<file path="src/rtl/phys_freelist.sv">
`default_nettype none
// ============================================================================
// phys_freelist : bitmap free list of physical registers; offers the N lowest
//                 free PRs per cycle, reclaims retired PRs, reloads on recovery.
// Revision      : 1.0
// ============================================================================
module phys_freelist #(
   parameter  int N          = 3,
   parameter  int PHYS_REGS  = 64,
   parameter  int ARCH_COUNT = 32,
   localparam int PRW        = $clog2(PHYS_REGS),
   localparam int CW         = $clog2(PHYS_REGS + 1),
   localparam int AW         = $clog2(N + 1)
) (
   input  logic                     clock,
   input  logic                     reset,
   input  logic [AW-1:0]            alloc_count,
   input  logic [PHYS_REGS-1:0]     free_mask,
   input  logic                     restore_en,
   input  logic [PHYS_REGS-1:0]     restore_mask,
   output logic [N-1:0][PRW-1:0]    offer_phys,
   output logic [N-1:0]             offer_valid,
   output logic [CW-1:0]            free_count
);

   localparam logic [PHYS_REGS-1:0] RESET_BITS =
      {{(PHYS_REGS-ARCH_COUNT){1'b1}}, {ARCH_COUNT{1'b0}}};
   localparam logic [CW-1:0] RESET_COUNT = CW'(PHYS_REGS - ARCH_COUNT);

   logic [PHYS_REGS-1:0] free_bits;
   logic [PHYS_REGS-1:0] free_bits_n;
   logic [PHYS_REGS-1:0] remaining;
   logic [PHYS_REGS-1:0] taken_mask;
   logic [CW-1:0]        count_n;
   logic [AW-1:0]        valid_count;
   logic                 found;

   // Each lane claims the lowest bit still left after the lanes below it.
   always_comb begin
      remaining   = free_bits;
      offer_phys  = '0;
      offer_valid = '0;
      found       = 1'b0;
      for (int k = 0; k < N; k++) begin
         found = 1'b0;
         for (int i = 0; i < PHYS_REGS; i++) begin
            if (!found && remaining[i]) begin
               offer_phys[k] = PRW'(i);
               remaining[i]  = 1'b0;
               found         = 1'b1;
            end
         end
         offer_valid[k] = found;
      end
   end

   // Valid lanes form a prefix, so gating on offer_valid clamps alloc_count.
   always_comb begin
      taken_mask  = '0;
      valid_count = '0;
      for (int k = 0; k < N; k++) begin
         if (offer_valid[k]) begin
            valid_count = valid_count + AW'(1);
            if (AW'(k) < alloc_count)
               taken_mask[offer_phys[k]] = 1'b1;
         end
      end
      if (restore_en)
         free_bits_n = restore_mask;
      else
         free_bits_n = (free_bits & ~taken_mask) | free_mask;
      free_bits_n[0] = 1'b0;
      count_n = '0;
      for (int i = 0; i < PHYS_REGS; i++)
         count_n = count_n + CW'(free_bits_n[i]);
   end

   always_ff @(posedge clock) begin
      if (reset) begin
         free_bits  <= RESET_BITS;
         free_count <= RESET_COUNT;
      end else begin
         free_bits  <= free_bits_n;
         free_count <= count_n;
      end
   end

   always_ff @(posedge clock) begin
      if (!reset && !restore_en) begin
         a_alloc_overrun: assert (alloc_count <= valid_count);
         a_take_and_free: assert ((taken_mask & free_mask) == '0);
         a_double_free:   assert ((free_bits & free_mask) == '0);
      end
   end

endmodule
`default_nettype wire
</file>
<file path="config.mk">
export PLATFORM = sky130hd
export DESIGN_NAME = phys_freelist
export DESIGN_NICKNAME = d
export VERILOG_FILES = /design/src/rtl/phys_freelist.sv
export SDC_FILE = /design/constraint.sdc
export NUM_CORES = 1
export LEC_CHECK = 0
export ABC_AREA = 1
export BUFFER_PORTS_ARGS = -buffer_cell sky130_fd_sc_hd__buf_2
export CORE_UTILIZATION = 50
export CTS_BUF_LIST = sky130_fd_sc_hd__clkbuf_8
export DETAILED_ROUTE_END_ITERATION = 10
export PLACE_DENSITY = 0.69
export SLEW_MARGIN = 30
export SYNTH_ARGS = -nofsm -noshare
export SYNTH_HDL_FRONTEND = slang
export SYNTH_SLANG_ARGS = --single-unit
</file>
<file path="constraint.sdc">
create_clock -name clock -period 23.1 [get_ports clock]
set_input_delay 1.155 -clock clock [delete_from_list [all_inputs] [get_ports clock]]
set_output_delay 1.155 -clock clock [all_outputs]
set_load 0.05 [all_outputs]
</file>
# After elaboration in Yosys (flattened, before gate mapping)
# Index checks and enable logic that the tools add are counted.
[classes] add_sub_neg=62 n_lt_le_gt_ge=9 mux=515 bitwise=5 reduce_logical=375
[ops] op="6-bit two-way mux" n=184
[ops] op="64-bit two-way mux" n=7
[ops] op="7-bit by 1-bit adder with 7-bit output" n=56
[ops] op="1-bit two-way mux" n=319
[ops] op="64-bit OR" n=3
[ops] op="1-bit logical AND" n=189
[ops] op="1-bit zero test" n=186
[ops] op="64-bit bitwise AND" n=1
[ops] op="64-bit NOT" n=1
[ops] op="6-bit by 7-bit < comparator with 1-bit output (second input constant)" n=3
[ops] op="1-bit demux with 6-bit select" n=3
[ops] op="6-bit by 1-bit >= comparator with 1-bit output (second input constant)" n=3
[ops] op="6-bit by 1-bit adder with 7-bit output" n=1
[ops] op="5-bit by 1-bit adder with 6-bit output" n=1
[ops] op="4-bit by 1-bit adder with 5-bit output" n=1
[ops] op="3-bit by 1-bit adder with 4-bit output" n=1
[ops] op="1-bit by 2-bit < comparator with 1-bit output (first input constant)" n=2
[ops] op="2-bit two-way mux" n=2
[ops] op="2-bit by 1-bit adder with 3-bit output" n=1
[ops] op="1-bit by 1-bit adder with 2-bit output" n=1
[ops] op="2-bit < comparator (first input constant)" n=1
[totals] ff_bits=71 output_inout_bits=28 word_cells=969

# Logic depth before layout (Yosys ltp)
# Gate-level depths: netlist of the first run.
[depth] ltp_word=268 ltp_mapped=66 mapped_depth_nobuf=66

# Worst setup path before layout of the first run
# No wires, ideal clock.
[synth_timing] path_type="reg2reg" startpoint="reg free_bits[2]" endpoint="reg free_count[6]" setup_ns=0.070 t_arrival_ns=10.352 t_required_ns=23.030 slack_ns=12.677 path_stages_with_launch=56 path_buffers=0 synth_period_minus_slack_ns=10.423 cell_sequence="dfxtp_1 nor2_4 nand2_4 nor2_4 nand4_4 nor2_4 nand4_4 nor2_4 nand4_4 nor2_4 nand4_4 nor2_4 nand4_4 nor2_4 nand4_4 nor2_4 nand4_2 nor2_4 (+20 left out) fa_1 inv_1 fa_1 inv_1 fa_1 inv_1 fa_1 inv_1 fa_1 fa_1 fa_1 fa_1 fa_1 o31ai_1 inv_1 nor2_1 o21ai_0 a21oi_1"
[synth_via] word_cells_on_any_way=953
[synth_rtl] element="start: declaration" line_no="30" source="logic [PHYS_REGS-1:0] free_bits;"
[synth_rtl] element="start signal: assignment" line_no="83" source="free_bits <= free_bits_n;"
[synth_rtl] element="1-bit logical AND" line_no="47" source="if (!found && remaining[i]) begin"
[synth_rtl] element="1-bit two-way mux" line_no="47"
[synth_rtl] element="1-bit zero test or 1-bit logical AND (tied branches)" line_no="47"
[synth_rtl] element="1-bit logical AND or 1-bit two-way mux (tied branches)" line_no="47"
[synth_rtl] element="1-bit two-way mux or 1-bit zero test (tied branches)" line_no="47"
[synth_rtl] element="1-bit zero test or 1-bit logical AND (tied branches)" line_no="47"
[synth_rtl] element="1-bit logical AND or 1-bit two-way mux (tied branches)" line_no="47"
[synth_rtl] element="1-bit two-way mux or 1-bit zero test (tied branches)" line_no="47"
[synth_rtl] element="(+187 left out)"
[synth_rtl] element="64-bit two-way mux" line_no="64" source="if (AW'(k) < alloc_count)"
[synth_rtl] element="64-bit two-way mux *" line_no="62" source="if (offer_valid[k]) begin"
[synth_rtl] element="64-bit NOT *" line_no="71" source="free_bits_n = (free_bits & ~taken_mask) | free_mask;"
[synth_rtl] element="64-bit bitwise AND *" line_no="71"
[synth_rtl] element="64-bit OR *" line_no="71"
[synth_rtl] element="64-bit two-way mux *" line_no="68" source="if (restore_en)"
[synth_rtl] element="named net free_bits_n[58]" line_no="31" source="logic [PHYS_REGS-1:0] free_bits_n;"
[synth_rtl] element="7-bit by 1-bit adder with 7-bit output * (6 in series)" line_no="75" source="count_n = count_n + CW'(free_bits_n[i]);"
[synth_rtl] element="end signal: assignment" line_no="84" source="free_count <= count_n;"
[synth_rtl] element="end: declaration" line_no="23" source="output logic [CW-1:0] free_count"
# The timed path passes the listed nets; every way through them passes the cells marked *.
# A chain may end at the register's enable or synchronous reset.

# Worst setup path in the final report of the first run
[layout_timing] startpoint="reg free_bits[1]" endpoint="reg free_count[6]"
[layout_via] word_cells_on_any_way=961
[layout_rtl] element="1-bit logical AND" line_no="47"
[layout_rtl] element="1-bit two-way mux" line_no="47"
[layout_rtl] element="1-bit zero test" line_no="47"
[layout_rtl] element="1-bit logical AND" line_no="47"
[layout_rtl] element="1-bit two-way mux" line_no="47"
[layout_rtl] element="1-bit zero test or 1-bit logical AND (tied branches)" line_no="47"
[layout_rtl] element="1-bit logical AND or 1-bit two-way mux (tied branches)" line_no="47"
[layout_rtl] element="1-bit two-way mux or 1-bit zero test (tied branches)" line_no="47"
[layout_rtl] element="(+190 left out)"
[layout_rtl] element="64-bit two-way mux" line_no="64"
[layout_rtl] element="64-bit two-way mux *" line_no="62"
[layout_rtl] element="64-bit NOT *" line_no="71"
[layout_rtl] element="64-bit bitwise AND *" line_no="71"
[layout_rtl] element="64-bit OR *" line_no="71"
[layout_rtl] element="64-bit two-way mux *" line_no="68"
[layout_rtl] element="named net free_bits_n[58]" line_no="31"
[layout_rtl] element="7-bit by 1-bit adder with 7-bit output * (6 in series)" line_no="75"
# Marks and branches as above.

==> reports/results.md, run 1 <==
* **status** finished clean
* **skew final** 0.0154 ns
* **Rel. slew slack** 32.1%
* **CTS clk-pin slew, worst paths** 0.08 ns
* **cell with the largest stage delay on the worst path** sky130_fd_sc_hd__fa_1
* **vias in the first global route** 10.4k
* **total power per unit cell area** 133 nW/um^2
* **number of CTS-inserted buffers** 9
* **setup total negative slack** 0 ns
* **Gates resized, CTS repair** 0
* **initial antenna violation count** 0
* **final clock period utilization by the worst path** 52.6%
* **post-route worst hold slack** 0.607 ns
* **first drt pass iteration count** 8
* **global-route congestion overflow total** 0
* **Remaining DRCs** 0
* **largest net degree at the start of global routing** 63
* **hold buffer count at CTS** 0
* **Final Wtd Congestion** 1.03
* **endpoint kind of the worst setup timing path** flip-flop
* **post-synthesis register bit count** 70
* **DRC marker count from the first detailed-route iteration** 894
* **DR vias** 11.0k
* **Synth Cell Area** 9730 um^2
* **Util after Layout** 57.9%
* **Total Die Area** 20000 um^2
* **clock tree from TritonCTS** built
* **worst reg2reg setup slack** 10.95 ns
* **number of enable flip-flop cells after synthesis** 0
* **fill cell total of the finished layout** 1991
* **FF-to-FF path depth** 57
* **data arrival time of the critical path** 12.45 ns
* **Routed WL** 35300 um
* **I/O pin cnt** 161
* **antenna cell count** 0
* **FMAX** 0.0823 GHz
* **floorplan die height** 142 um
* **count of input and output buffers** 158
* **TritonCTS Sinks** 70
* **most numerous cell types in the synthesized netlist** sky130_fd_sc_hd__nor2_1, sky130_fd_sc_hd__inv_1, sky130_fd_sc_hd__nand2_1, sky130_fd_sc_hd__o21ai_0, sky130_fd_sc_hd__a21oi_1
* **most frequently used cell type in the post-synthesis netlist** sky130_fd_sc_hd__nor2_1
* **CTS H-tree lvls** 3
* **HPWL reported at the end of detailed placement** 28500 um
* **HP Class** reg -> reg
* **final critical path time including I/O delays and setup** 12.15 ns
* **synthesis-to-layout area growth** 12.4%
* **number of instances in the synthesized netlist** 1533
* **dominant cell type by area after synthesis** sky130_fd_sc_hd__dfxtp_1
* **Clk Tree Root Cell** sky130_fd_sc_hd__clkbuf_8
* **placement row count** 50
* **max capacitance violation total** 0
* **Starting Density** 51.5%
* **Leak Pwr** 0.00550 uW
* **# nets final** 1872
* **setup repair after global routing missed its margin** no
* **post-synth top area share** 14.4%
* **routed length per instance** 18.2 um
* **HP Start** free_bits[63]
* **GR Util All Layers** 35.6%
* **Tightest Pin Transition** 1.01 ns
* **Synth Net Count** 1734
* **layout cells sized above 1** 18.7%
* **cell types occupying the most area after synthesis** sky130_fd_sc_hd__dfxtp_1, sky130_fd_sc_hd__nor2_1, sky130_fd_sc_hd__fa_1
* **synthesis warning total** 0
* **RR Endpoint** free_count[6]
* **Hold Crit Endpoint** free_bits[63]
* **most used flip-flop cell after synthesis** sky130_fd_sc_hd__dfxtp_1
* **number of nets with antenna violations after routing** 0
* **Distinct cells, synth** 60
* **placeable core region** 18900 um^2
* **maximum net fanout on the critical path** 7
* **number of max-slew violations in the final report** 0
* **first-pass GRT wire length** 54400 um
* **Vias/cell** 5.67
* **required time at the endpoint of the critical path** 23.40 ns
* **most prevalent standard cell on the critical path** sky130_fd_sc_hd__fa_1
* **hold depth** 4
* **start-to-end type of the worst setup path** reg -> reg
* **Hold Violations, Final** 0
* **largest buffer count on any clock path** 2
* **maximum vdd ir drop** 0.273 mV
* **Post-Synthesis Mean Instance Area** 6.35 um^2
* **setup violation total in the final timing report** 0
* **kind of launch point of the worst setup path** flip-flop
* **origin of the critical flop-to-flop path** free_bits[1]
* **fraction of synthesis flops using an asynchronous set or reset pin** 0%
* **Seq/Total Area, Yosys** 14.4%
* **highest cell delay on the worst timing path** 0.51 ns
* **x dimension of the die** 142 um
* **Post-CTS Setup Repair Bufs** 0
* **Clock Latency Late Sink** 0.39 ns
-- report_power, final --
part	internal, uW	leakage [uW]	switching [uW]
clock	60.4	0.000110	60.5
combinational	462	0.00481	718
sequential	144	0.000582	8.95
total	666	0.00550	787
-- flip-flops by register name, summed over array words and instances (netlist names) --
| name | cells |
|---|---|
| free_bits | 63 |
| free_count | 7 |
-- metrics by stage --
stage                     instances  instance area (um^2)  worst slack (ns)  total power, uW
after floorplan                1533                  9730             12.68             1050
after global placement         1920                 10700             11.20             1300
after detailed placement       1920                 10700             11.12             1320
after CTS                      1936                 10900             11.04             1460
after global routing           1936                 10900              9.93             1650
final                          1936                 10900             10.95             1450
-- cells by family (layout without fill, tap and decap cells) --
family | Yosys count | count (layout) | share of synthesized area (%)
AOI/OAI and AO/OA | 284 | 284 | 17.4
adders and majority gates | 68 | 68 | 12.8
buffers and inverters | 309 | 452 | 12.2
DFF | 70 | 70 | 14.4
and+or+nand+nor | 802 | 802 | 43.1
-- cells in the final DEF, fill, tap and decap left out, types with 32 or more instances in the layout --
| master | Yosys | final |
|---|---|---|
| sky130_fd_sc_hd__nand2_1 | 210 | 210 |
| sky130_fd_sc_hd__o21ai_0 | 90 | 90 |
| sky130_fd_sc_hd__nand3_1 | 70 | 70 |
| sky130_fd_sc_hd__nor3_1 | 32 | 32 |
| sky130_fd_sc_hd__a21oi_1 | 89 | 89 |
| sky130_fd_sc_hd__dfxtp_1 | 70 | 70 |
| sky130_fd_sc_hd__nor2_1 | 286 | 285 |
| sky130_fd_sc_hd__nand4_1 | 41 | 41 |
| sky130_fd_sc_hd__fa_1 | 53 | 53 |
| sky130_fd_sc_hd__inv_1 | 242 | 243 |
| sky130_fd_sc_hd__buf_2 | 2 | 158 |
-- worst max path at each step --
stage / startpoint / end / slack, ns / depth (start not counted)
2_1_floorplan: free_bits[2] / free_count[6] / 12.68 / 55
3_3_place_gp: free_bits[1] / free_count[6] / 11.20 / 57
3_5_place_dp: free_bits[1] / free_count[6] / 11.12 / 57
4_1_cts: free_bits[1] / free_count[6] / 11.04 / 57
5_1_grt: free_bits[1] / free_count[6] / 9.93 / 57
6_report: free_bits[1] / free_count[6] / 10.95 / 57
-- final cells by class --
type	instances	area, um^2	area share, %
sequential	70	1400	12.8
timing repair buffer	165	843	7.70
inverter	271	1020	9.29
tap	260	325	2.97
clock buffer	9	124	1.13
clock inverter	7	90.1	0.823
multi-input combinational	1154	7140	65.3
-- critical path: cells and delay by family (launching register included) --
family                     cells  cell delay [ns]
AOI/OAI and AO/OA              5             0.98
DFF                            1             0.40
and+or+nand+nor               35             5.49
adders and majority gates     10             4.75
buffers and inverters          7             0.43
-- routing by layer --
layer  global-route usage (%)  routed length, um  vias to the layer above
met5                        0                  0                        -
met4                     13.0               1060                        0
met3                     6.82               3030                       66
met2                     56.8              15700                      479
met1                     47.9              15500                     5046
li1                         -                  -                     5381
Note: power is estimated with default switching activity, not from simulation.
==> run 2, diff against run 1 <==
ABC_AREA = 0   (was 1)
PLACE_DENSITY = 0.67   (was 0.69)
clock period = 12.3 ns   (was 23.1 ns; I/O delays follow)
==> run 2 against run 1 <==
- clock skew decreased by 0.0015 ns
- fmax increased by 4.1%
- area after synthesis increased by 35%
- sequential power increased by 110%
- wire length increased by 68%
- worst hold slack got worse by 0.12 ns
- clock power increased by 61%
- cell count increased by 17%
- critical path depth decreased by 21
- power increased by 120%
- global-route usage increased by 7.7 points
- critical endpoint is now free_count[5]
- largest power group unchanged
==> reports/results.md, run 2 <==
* **data arrival time of the critical path** 11.92 ns, -0.53 ns
* **biggest regs** free_bits: 63 flops, free_count: 7 flops
* **post-route worst hold slack** 0.482 ns, -0.125 ns
* **placement row count** 59, +18%
* **Seq/Total Area, Yosys** 10.6%, -3.7 points
* **post-synth top area share** 10.6%, -3.7 points
* **required time at the endpoint of the critical path** 12.55 ns, -10.85 ns
* **post-synthesis register bit count** 70, unchanged
* **total power per unit cell area** 218 nW/um^2, +65%
* **number of CTS-inserted buffers** 9, unchanged
* **Remaining DRCs** 0, unchanged
* **hold buffer count at CTS** 0, unchanged
* **Hold Violations, Final** 0, unchanged
* **Distinct cells, synth** 117, +95%
* **Largest register FFs** 63, unchanged
* **simple-gate area share of the yosys netlist** 29.3%, -14 points
* **Synth Cell Area** 13200 um^2, +35%
* **XOR/XNOR share of the synthesized area** 0.865%, +0.87 points
* **largest register by flop count** free_bits
* **status** finished clean
* **Worst path top cell family by delay** adder cells
* **Hold Crit Endpoint** free_bits[38]
* **top library cells by usage in the layout, fill and taps aside** sky130_fd_sc_hd__nor2_1, sky130_fd_sc_hd__buf_2, sky130_fd_sc_hd__nand2_1, sky130_fd_sc_hd__a21oi_1, sky130_fd_sc_hd__o21ai_0
* **setup violation total in the final timing report** 0, unchanged
* **highest cell delay on the worst timing path** 0.79 ns, +0.28 ns
* **Compound-Gate Fraction of Synth Area** 38.5%, +21 points
* **endpoint kind of the worst setup timing path** flip-flop
* **final critical path time including I/O delays and setup** 11.68 ns, -0.476 ns
* **setup total negative slack** 0 ns, unchanged
* **Post-CTS Setup Repair Bufs** 0, unchanged
* **global-route congestion overflow total** 0, unchanged
* **number of enable flip-flop cells after synthesis** 0, unchanged
* **FMAX** 0.0856 GHz, +4.1%
* **final clock period utilization by the worst path** 94.9%, +42 points
* **layout cells sized above 1** 18.4%, -0.24 points
* **number of instances in the synthesized netlist** 1837, +20%
* **placeable core region** 25900 um^2, +37%
* **Leak Pwr** 0.00555 uW, +0.78%
* **sequential power share** 10.1%, -0.4 points
* **TritonCTS Sinks** 70, unchanged
* **clock tree from TritonCTS** built
* **skew final** 0.0139 ns, -0.00153 ns
* **routed length per instance** 26.1 um, +43%
* **# nets final** 2133, +14%
* **number of max-slew violations in the final report** 0, unchanged
* **GR Util All Layers** 43.4%, +7.7 points
* **start-to-end type of the worst setup path** reg -> reg
* **HPWL reported at the end of detailed placement** 47600 um, +67%
* **buffers and inverters on the worst path** 7, unchanged
* **fraction of synthesis flops using an asynchronous set or reset pin** 0%, unchanged
* **largest net degree at the start of global routing** 55, -13%
* **HP Start** restore_mask[38]
* **dominant cell type by area after synthesis** sky130_fd_sc_hd__dfxtp_1
* **antenna cell count** 0, unchanged
* **main combinational cell family by area after synthesis** compound AO/OA/AOI/OAI gates
* **kind of launch point of the worst setup path** flip-flop
* **first drt pass iteration count** 6, -2
* **Clk Tree Root Cell** sky130_fd_sc_hd__clkbuf_8
* **max capacitance violation total** 0, unchanged
* **pre-CTS setup slack** 0.799 ns, -10.32 ns
* **worst reg2reg setup slack** 0.62 ns, -10.32 ns
* **maximum net fanout on the critical path** 16, +9
* **CTS clk-pin slew, worst paths** 0.09 ns, about the same
* **Vias/cell** 7.31, +29%
* **vias in the first global route** 14.8k, +43%
* **floorplan die height** 164 um, +16%
* **count of input and output buffers** 158, unchanged
* **HP Class** in -> reg
* **hold depth** 2, -2
* **final worst setup slack** 0.624 ns, -10.32 ns
* **origin of the critical flop-to-flop path** free_bits[9]
* **Total Die Area** 27000 um^2, +35%
* **Clock Latency Late Sink** 0.37 ns, -0.02 ns
* **most numerous cell types in the synthesized netlist** sky130_fd_sc_hd__nor2_1, sky130_fd_sc_hd__nand2_1, sky130_fd_sc_hd__a21oi_1, sky130_fd_sc_hd__o21ai_0, sky130_fd_sc_hd__inv_1
* **DRC marker count from the first detailed-route iteration** 3026, +240%
* **synthesis-to-layout area growth** 9.79%
* **most used flip-flop cell after synthesis** sky130_fd_sc_hd__dfxtp_1
* **cell types occupying the most area after synthesis** sky130_fd_sc_hd__dfxtp_1, sky130_fd_sc_hd__fa_1, sky130_fd_sc_hd__nor2_1
* **setup repair after global routing missed its margin** no
* **synthesis warning total** 0, unchanged
* **cell with the largest stage delay on the worst path** sky130_fd_sc_hd__nor2_1
* **most prevalent standard cell on the critical path** sky130_fd_sc_hd__fa_1
* **CTS H-tree lvls** 3, unchanged
* **Tightest Pin Transition** 1.13 ns, +0.117 ns
* **fraction of the mapped netlist area in adder cells** 10.9%, -2.0 points
* **Routed WL** 59300 um, +68%
* **first-pass GRT wire length** 88400 um, +63%
* **Internal** 1560 uW, +130%
* **switching pwr** 1600 uW, +100%
* **net switching fraction of the power** 50.6%, -3.6 points
* **I/O pin cnt** 161, unchanged
* **multiplexer share of the synthesized area** 1.77%, +1.8 points
* **most frequently used cell type in the post-synthesis netlist** sky130_fd_sc_hd__nor2_1
* **x dimension of the die** 164 um, +16%
* **initial antenna violation count** 0, unchanged
* **Final Wtd Congestion** 1.07, +4.0%
* **Post-Synthesis Mean Instance Area** 7.16 um^2, +13%
* **commonest non-fill, non-tap cell in the layout** sky130_fd_sc_hd__nor2_1
* **RR Endpoint** free_count[5]
* **clock share of power** 6.2%, -2.1 points
* **combinational fraction of design power** 83.7%, +2.5 points
* **DR vias** 16.6k, +51%
* **Gates resized, CTS repair** 0, unchanged
* **number of nets with antenna violations after routing** 0, unchanged
* **maximum vdd ir drop** 2.03 mV, +640%
* **Synth Net Count** 2038, +18%
* **Starting Density** 50.8%, -0.73 points
* **FF-to-FF path depth** 36, -37%
* **largest buffer count on any clock path** 2, unchanged
* **Rel. slew slack** 24.5%, -7.6 points
## run 2: cell types whose count changed after synthesis, sizes merged, moves of 34 or more
cell / previous run / this run
nand2: 232 / 127
or3: 0 / 34
nand4: 72 / 26
a31oi: 7 / 48
inv: 263 / 102
clkbuf: 30 / 99
nor2: 328 / 179
buf: 5 / 47
## run 2: power by group through the flow
| stage | clock (uW) | combinational [uW] | sequential, uW |
|---|---|---|---|
| after global routing | 202 | 3090 | 321 |
| after floorplan | 0 | 2120 | 322 |
| final | 195 | 2640 | 319 |
| after global placement | 0 | 2610 | 320 |
| after CTS | 194 | 2670 | 316 |
| after detailed placement | 0 | 2630 | 321 |
## run 2: worst reg2reg max path: cells and delay by family (launching register included)
| kind | cells | cell delay (ns) |
|---|---|---|
| fa+ha+maj | 9 | 4.36 |
| compound gates | 9 | 2.30 |
| buf+inv | 7 | 1.21 |
| simple gates | 10 | 2.83 |
| xor+xnor | 1 | 0.16 |
| flops | 1 | 0.71 |
## run 2: stage by stage
step	std cells	cell area (um^2)	util [%]	total power, uW
2_1_floorplan	1837	13200	-	2440
3_3_place_gp	2256	14300	55.0	2930
3_5_place_dp	2256	14300	55.0	2950
4_1_cts	2271	14400	55.7	3180
5_1_grt	2271	14500	55.8	3610
6_report	2271	14500	55.8	3160
## run 2: worst max path at each step
stage	startpoint	endpoint	slack [ns]	cells after the start
3_5_place_dp	free_bits[22]	free_count[5]	0.80	38
2_1_floorplan	free_bits[24]	free_count[5]	2.15	35
6_report	free_bits[9]	free_count[5]	0.62	36
3_3_place_gp	free_bits[22]	free_count[5]	0.81	35
4_1_cts	free_bits[22]	free_count[5]	0.79	38
5_1_grt	free_bits[22]	free_count[5]	0.03	37
## run 2: cell families after synthesis
family                   Yosys count
AO/OA/AOI/OAI                    694
XOR/XNOR                          13
adder cells (fa/ha/maj)           86
buffers and inverters            248
flip-flops                        70
multiplexers                      22
AND/OR/NAND/NOR                  704
## run 2: cell type report
class / instances / area, um^2
fillers: 2580 / 11500
clock inverters: 6 / 63.8
well taps: 335 / 419
multi-input cells: 1519 / 10700
repair buffers: 230 / 1350
inverters: 102 / 383
flip-flops and latches: 70 / 1400
clock buffers: 9 / 124
## run 2: routing by layer
layer / wire (um) / up-vias / GRT usage, %
met4: 2860 / 0 / 17.7
met3: 8430 / 211 / 9.60
met5: 0 / - / 0
met1: 23200 / 7681 / 60.4
met2: 24800 / 1435 / 64.1
li1: - / 7268 / -
